$ cat src/rtl/mul_hilo_ctrl.sv
// HI/LO register file and MULT sequencer for an external multi-cycle multiplier.
// Define MUL_HILO_OVF_TRAP_EN to raise ovf_trap when the multiplier flags an exception.
module mul_hilo_ctrl #(
    parameter int unsigned TIMEOUT_CYC = 40
) (
    input  logic        clk,
    input  logic        rst_n,
    input  logic        start_mult,
    input  logic [31:0] rs_val,
    input  logic [31:0] rt_val,
    input  logic        mfhi,
    input  logic        mflo,
    input  logic        mthi,
    input  logic        mtlo,
    input  logic [31:0] wdata,
    output logic [31:0] mul_A,
    output logic [31:0] mul_B,
    output logic        mul_do,
    input  logic        mul_ready,
    input  logic        mul_exception,
    input  logic [63:0] mul_result,
    output logic [31:0] hi,
    output logic [31:0] lo,
    output logic [31:0] hilo_rdata,
    output logic        stall,
    output logic        busy,
    output logic        timeout_err,
    output logic        ovf_trap
);

    typedef enum logic [1:0] {
        StIdle   = 2'd0,
        StLaunch = 2'd1,
        StWait   = 2'd2,
        StWrite  = 2'd3
    } state_t;

    // Last WAIT count value before the operation is abandoned.
    localparam logic [5:0] TimeoutLast = 6'(TIMEOUT_CYC - 1);

    state_t      r_state;
    state_t      w_state_nxt;
    logic [5:0]  r_cnt;
    logic [5:0]  w_cnt_nxt;
    logic [31:0] r_op_a;
    logic [31:0] r_op_b;
    logic [31:0] r_hi;
    logic [31:0] r_lo;
    logic        w_timeout;
    logic        w_accept;
    logic        w_any_req;

    assign w_accept  = (r_state == StIdle) & start_mult;
    assign w_any_req = start_mult | mfhi | mflo | mthi | mtlo;

    always_ff @(posedge clk or negedge rst_n) begin
        if (!rst_n) begin
            r_state <= StIdle;
            r_cnt   <= '0;
        end else begin
            r_state <= w_state_nxt;
            r_cnt   <= w_cnt_nxt;
        end
    end

    // A ready flag seen in LAUNCH is stale from the previous product and is ignored.
    always_comb begin
        w_state_nxt = r_state;
        w_cnt_nxt   = r_cnt;
        w_timeout   = 1'b0;
        unique case (r_state)
            StIdle: begin
                if (start_mult) begin
                    w_state_nxt = StLaunch;
                end
            end
            StLaunch: begin
                w_state_nxt = StWait;
                w_cnt_nxt   = '0;
            end
            StWait: begin
                if (mul_ready) begin
                    w_state_nxt = StWrite;
                end else if (r_cnt == TimeoutLast) begin
                    w_timeout   = 1'b1;
                    w_state_nxt = StIdle;
                end else begin
                    w_cnt_nxt = r_cnt + 6'd1;
                end
            end
            StWrite: begin
                w_state_nxt = StIdle;
            end
            default: begin
                w_state_nxt = StIdle;
            end
        endcase
    end

    always_ff @(posedge clk or negedge rst_n) begin
        if (!rst_n) begin
            r_op_a <= '0;
            r_op_b <= '0;
        end else if (w_accept) begin
            r_op_a <= rs_val;
            r_op_b <= rt_val;
        end
    end

    // Moves only take effect in IDLE; a MULT accepted on the same edge overwrites later.
    always_ff @(posedge clk or negedge rst_n) begin
        if (!rst_n) begin
            r_hi <= '0;
            r_lo <= '0;
        end else if (r_state == StWrite) begin
            r_hi <= mul_result[63:32];
            r_lo <= mul_result[31:0];
        end else if (r_state == StIdle) begin
            if (mthi) begin
                r_hi <= wdata;
            end
            if (mtlo) begin
                r_lo <= wdata;
            end
        end
    end

    always_comb begin
        hilo_rdata = '0;
        if (mfhi) begin
            hilo_rdata = r_hi;
        end else if (mflo) begin
            hilo_rdata = r_lo;
        end
    end

    assign mul_A       = r_op_a;
    assign mul_B       = r_op_b;
    assign mul_do      = (r_state == StLaunch);
    assign busy        = (r_state != StIdle);
    assign stall       = w_any_req & busy;
    assign timeout_err = w_timeout;
    assign hi          = r_hi;
    assign lo          = r_lo;

`ifdef MUL_HILO_OVF_TRAP_EN
    assign ovf_trap = (r_state == StWrite) & mul_exception;
`else
    logic w_unused_exc;
    assign w_unused_exc = mul_exception;
    assign ovf_trap     = 1'b0;
`endif

endmodule

$ cat config.mk
export PLATFORM = sky130hd
export DESIGN_NAME = mul_hilo_ctrl
export DESIGN_NICKNAME = d
export VERILOG_FILES = /design/src/rtl/mul_hilo_ctrl.sv
export SDC_FILE = /design/constraint.sdc
export NUM_CORES = 1
export LEC_CHECK = 0
export BUFFER_PORTS_ARGS = -buffer_cell sky130_fd_sc_hd__buf_2
export CORE_AREA = 5 5 126 128
export DETAILED_ROUTE_END_ITERATION = 10
export DIE_AREA = 0 0 131 133
export PLACE_DENSITY_LB_ADDON = 0.05
export REMOVE_ABC_BUFFERS = 1
export SLEW_MARGIN = 0
export SYNTH_ARGS = -nofsm -noshare
export SYNTH_HDL_FRONTEND = slang
export SYNTH_SLANG_ARGS = --single-unit
$ cat constraint.sdc
create_clock -name clk -period 3.87 [get_ports clk]
set_input_delay 1.161 -clock clk [delete_from_list [all_inputs] [get_ports clk]]
set_output_delay 1.161 -clock clk [all_outputs]
set_load 0.1 [all_outputs]
Word level (Yosys, flattened, before mapping) --
Cells that the tools add are included.
Operators by class: bitwise gates (word level) 6, add/sub/neg operators 1, equality and inequality tests 8, muxes and demuxes 18, reductions and logical operators 10
Operators by type and width (number):
- 32-bit two-way mux | 8
- 6-bit two-way mux | 2
- 6-bit case mux with 2 select lines | 1
- 2-bit nonzero test | 5
- 2-bit case mux with 4 select lines | 1
- 6-bit by 1-bit adder with 6-bit output (second input constant) | 1
- 6-bit == test (second input constant) | 1
- 2-bit two-way mux | 3
- 2-bit inequality test (second input constant) | 3
- 2-bit AND reduction | 3
- 2-bit == test (second input constant) | 2
- 1-bit OR | 4
- 1-bit two-way mux | 3
- 3-bit inequality test (second input constant) | 1
- 3-bit AND reduction | 1
- 1-bit bitwise AND | 2
- 2-bit by 1-bit == test with 1-bit output (second input constant) | 1
- 2-bit zero test | 1
Storage, ports and cells: register bits after elaboration 136, word-level logic and storage cells 49, bits of input ports 169, output and inout bits 165

Longest topological paths before layout --
word-level depth 5, gate-level depth with buffers 6, depth with buffers taken out 5

Least setup slack after synthesis --
OpenSTA, ideal clock, no wires.
path kind input port to output port, start point input mfhi, end point output hilo_rdata[30], stages 3, data arrival time 3.659 ns, path slack -0.950 ns, path buffers 2, path through clkbuf_1 -> clkbuf_1 -> o21ai_0
Between the ends: cells in the longest elaborated chain, start to end 1
RTL lines:
- start: declaration | line 11 | input logic mfhi,
- 32-bit two-way mux | line 130 | if (mfhi) begin
- end: declaration | line 24 | output logic [31:0] hilo_rdata,
No other way between the ends.

Worst setup path in the final report --
start point input mfhi, end point output hilo_rdata[21]
Same word-level chain as after synthesis.

==> results.toml <==
[synth]
syn-instance-count = 553
synth_top_area_share_pct = 55.7
yosys-top-cells-count = "dfrtp_1 (136), nand2_1 (69), o21ai_0 (67), a21oi_1 (66), mux2_2 (64)"
ys_ff_latch = 136
synth-edff-count = 0
yosys_warnings = 0
synth_ff_type = "dfrtp_1"
syn_area_um2 = 6110
yosysTopAreaCell = "dfrtp_1"
avgSynthCellArea_um2 = 11.0
synth_cell_types = 36
synth_area_leaders = "dfrtp_1 (56%), mux2_2 (12%), o21ai_0 (5.5%)"
ys_seq_area_share_pct = 55.7
synthArstFlopShare_pct = 100
post-synth-top-count-cell = "dfrtp_1"

[worst_setup_path]
cp_slowest_cell = "buf_4"
crit_buf_inv = 3
worstPathArrival_ns = 2.43
slowest_delay_ns = 0.33
end_kind = "primary output"
start_kind = "input pin"
crit_family = "buffers and inverters"
crit_type = "input pin to primary output"
crit_chain = "buf_2, nor2b_2, buf_4, a22o_1, buf_12"
critPathMaxFanout = 31
crit_required_ns = 2.71

[floorplan]
die_area_um2 = 17400
fp.coreArea_um2 = 14800
ios = 334
placement_rows = 45
die_h_um = 133
start_util_pct = 41.4
dieWidth_um = 131

[clock_network]
cts.path.max_buffers = 2
cts_tree = "yes"
clock_latency_ns = 0.41
cts_buffers = 17
ctsResizeCount = 0
clkTransAtPathRegs_ns = 0.06
cts-root-buf = "clkbuf_16"
htreeDepth = 4
cts_num_sinks = 136
hold_buffers = 0
postCtsSetupBuffers = 0

[sta]
max-slew-margin-rel_pct = 48.2
holdWs_ns = 0.497
post-route-period-util_pct = 92.7
hold_viol = 0
setup_ws_ns = 0.283
grt_setup_unrepaired = "no"
timing.fmax_mhz = 279
period_minus_slack_ns = 3.59
setup_viol = 0
worst_pin_slew_ns = 0.778
finalMaxSlewViolations = 0
fin_skew_ns = 0.00625

[detailed_routing]
vias_per_cell = 4.97
drt_first_pass_iters = 4
ant_nets = 0
vias = 5340
drt_wl_total_mm = 18.5
drc_errors = 0
drt_iter0_markers = 177
wl_per_cell_um = 17.2

[cells_and_area]
area_delta_synth_final_pct = 46.8
layout-drive-gt1-share_pct = 50.2
nets = 1047

[worst_hold_path]
hp-class = "flop to flop"

[global_routing]
grt_pass1_vias = 5560
grt_max_degree = 71
grt_util_all_layers_pct = 21.1
grt_pass1_wl_mm = 28.8
grt.overflow.total = 0
antenna_found_initial = 5

[outcome]
status = "completed"

[placed_design]
dp_slack_ns = 0.301
gp_congestion = 0.823
dp_hpwl_mm = 14.3
port_buffers = 331

[job]
cap_violations = 0
-- registers in the layout, summed over array words and instances, names as in the netlist --
register and count:
lo 32, mul_B 32, hi 32, r_state 2, r_cnt 6, mul_A 32
-- per-stage QoR --
stage | area (um^2) | util, % | std cells | setup TNS, ns
floorplan | 5880 | - | 514 | -14.04
CTS | 8960 | 60.7 | 1073 | 0
finish | 8970 | 60.8 | 1075 | 0
detailed placement | 8360 | 56.6 | 1041 | 0
global placement | 8360 | 56.6 | 1041 | 0
global route | 8970 | 60.8 | 1075 | 0
-- layout by cell type (no fill, tap or decap), drive strengths merged, types with 10 or more instances in the layout --
cell    count
nor2b      33
a22o       33
clkinv     10
dfrtp     136
nand2      70
buf       339
clkbuf     17
mux2       64
o21ai      67
a21oi      66
-- logic make-up (layout without fill, tap and decap cells) --
group / count (synthesis) / in the layout / share of synthesized area, %
buffers and inverters: 47 / 379 / 4.28
AO/OA/AOI/OAI: 178 / 178 / 17.5
adder cells (fa/ha/maj): 6 / 6 / 1.23
flip-flops: 136 / 136 / 55.7
multiplexers: 64 / 64 / 11.8
other: 1 / 3 / 0.0614
AND/OR/NAND/NOR: 121 / 121 / 9.44
-- layer usage --
metal / part of all wire [%] / up-vias / track usage, %
li1: - / 2586 / -
met1: 38 / 2476 / 25.0
met2: 49 / 239 / 34.7
met3: 10 / 33 / 7.43
met4: 2.1 / 6 / 8.57
met5: 0.19 / - / 0
-- cell type report --
| class | instances | area, um^2 |
|---|---|---|
| fillers | 1265 | 5790 |
| flip-flops and latches | 136 | 3400 |
| multi-input cells | 370 | 2470 |
| repair buffers | 339 | 2220 |
| clock buffers | 17 | 425 |
| well taps | 188 | 235 |
| clock inverters | 15 | 179 |
| inverters | 8 | 30.0 |
| diodes | 2 | 5.00 |
-- worst register-to-register path, cell delays in order (launching register included) --
cell	delay [ns]
dfrtp_1	0.43
inv_1	0.13
ha_1	0.54
o21bai_4	0.20
buf_4	0.50
o21ai_0	0.24
-- final timing paths --
path	from	end	slack, ns	cells after the start
max	mfhi	hilo_rdata[21]	0.28	5
min	mul_A[5]	mul_A[5]	0.50	1
max reg2reg	r_state[0]	hi[2]	1.70	5
min reg2reg	mul_A[5]	mul_A[5]	0.50	1
max in group asynchronous	rst_n	lo[16]	2.40	2
min in group asynchronous	rst_n	mul_B[20]	0.72	1
Power is left out: the tool's default activity adds up to more than one toggle a clock period on the data nets, which glitch-free logic cannot reach.
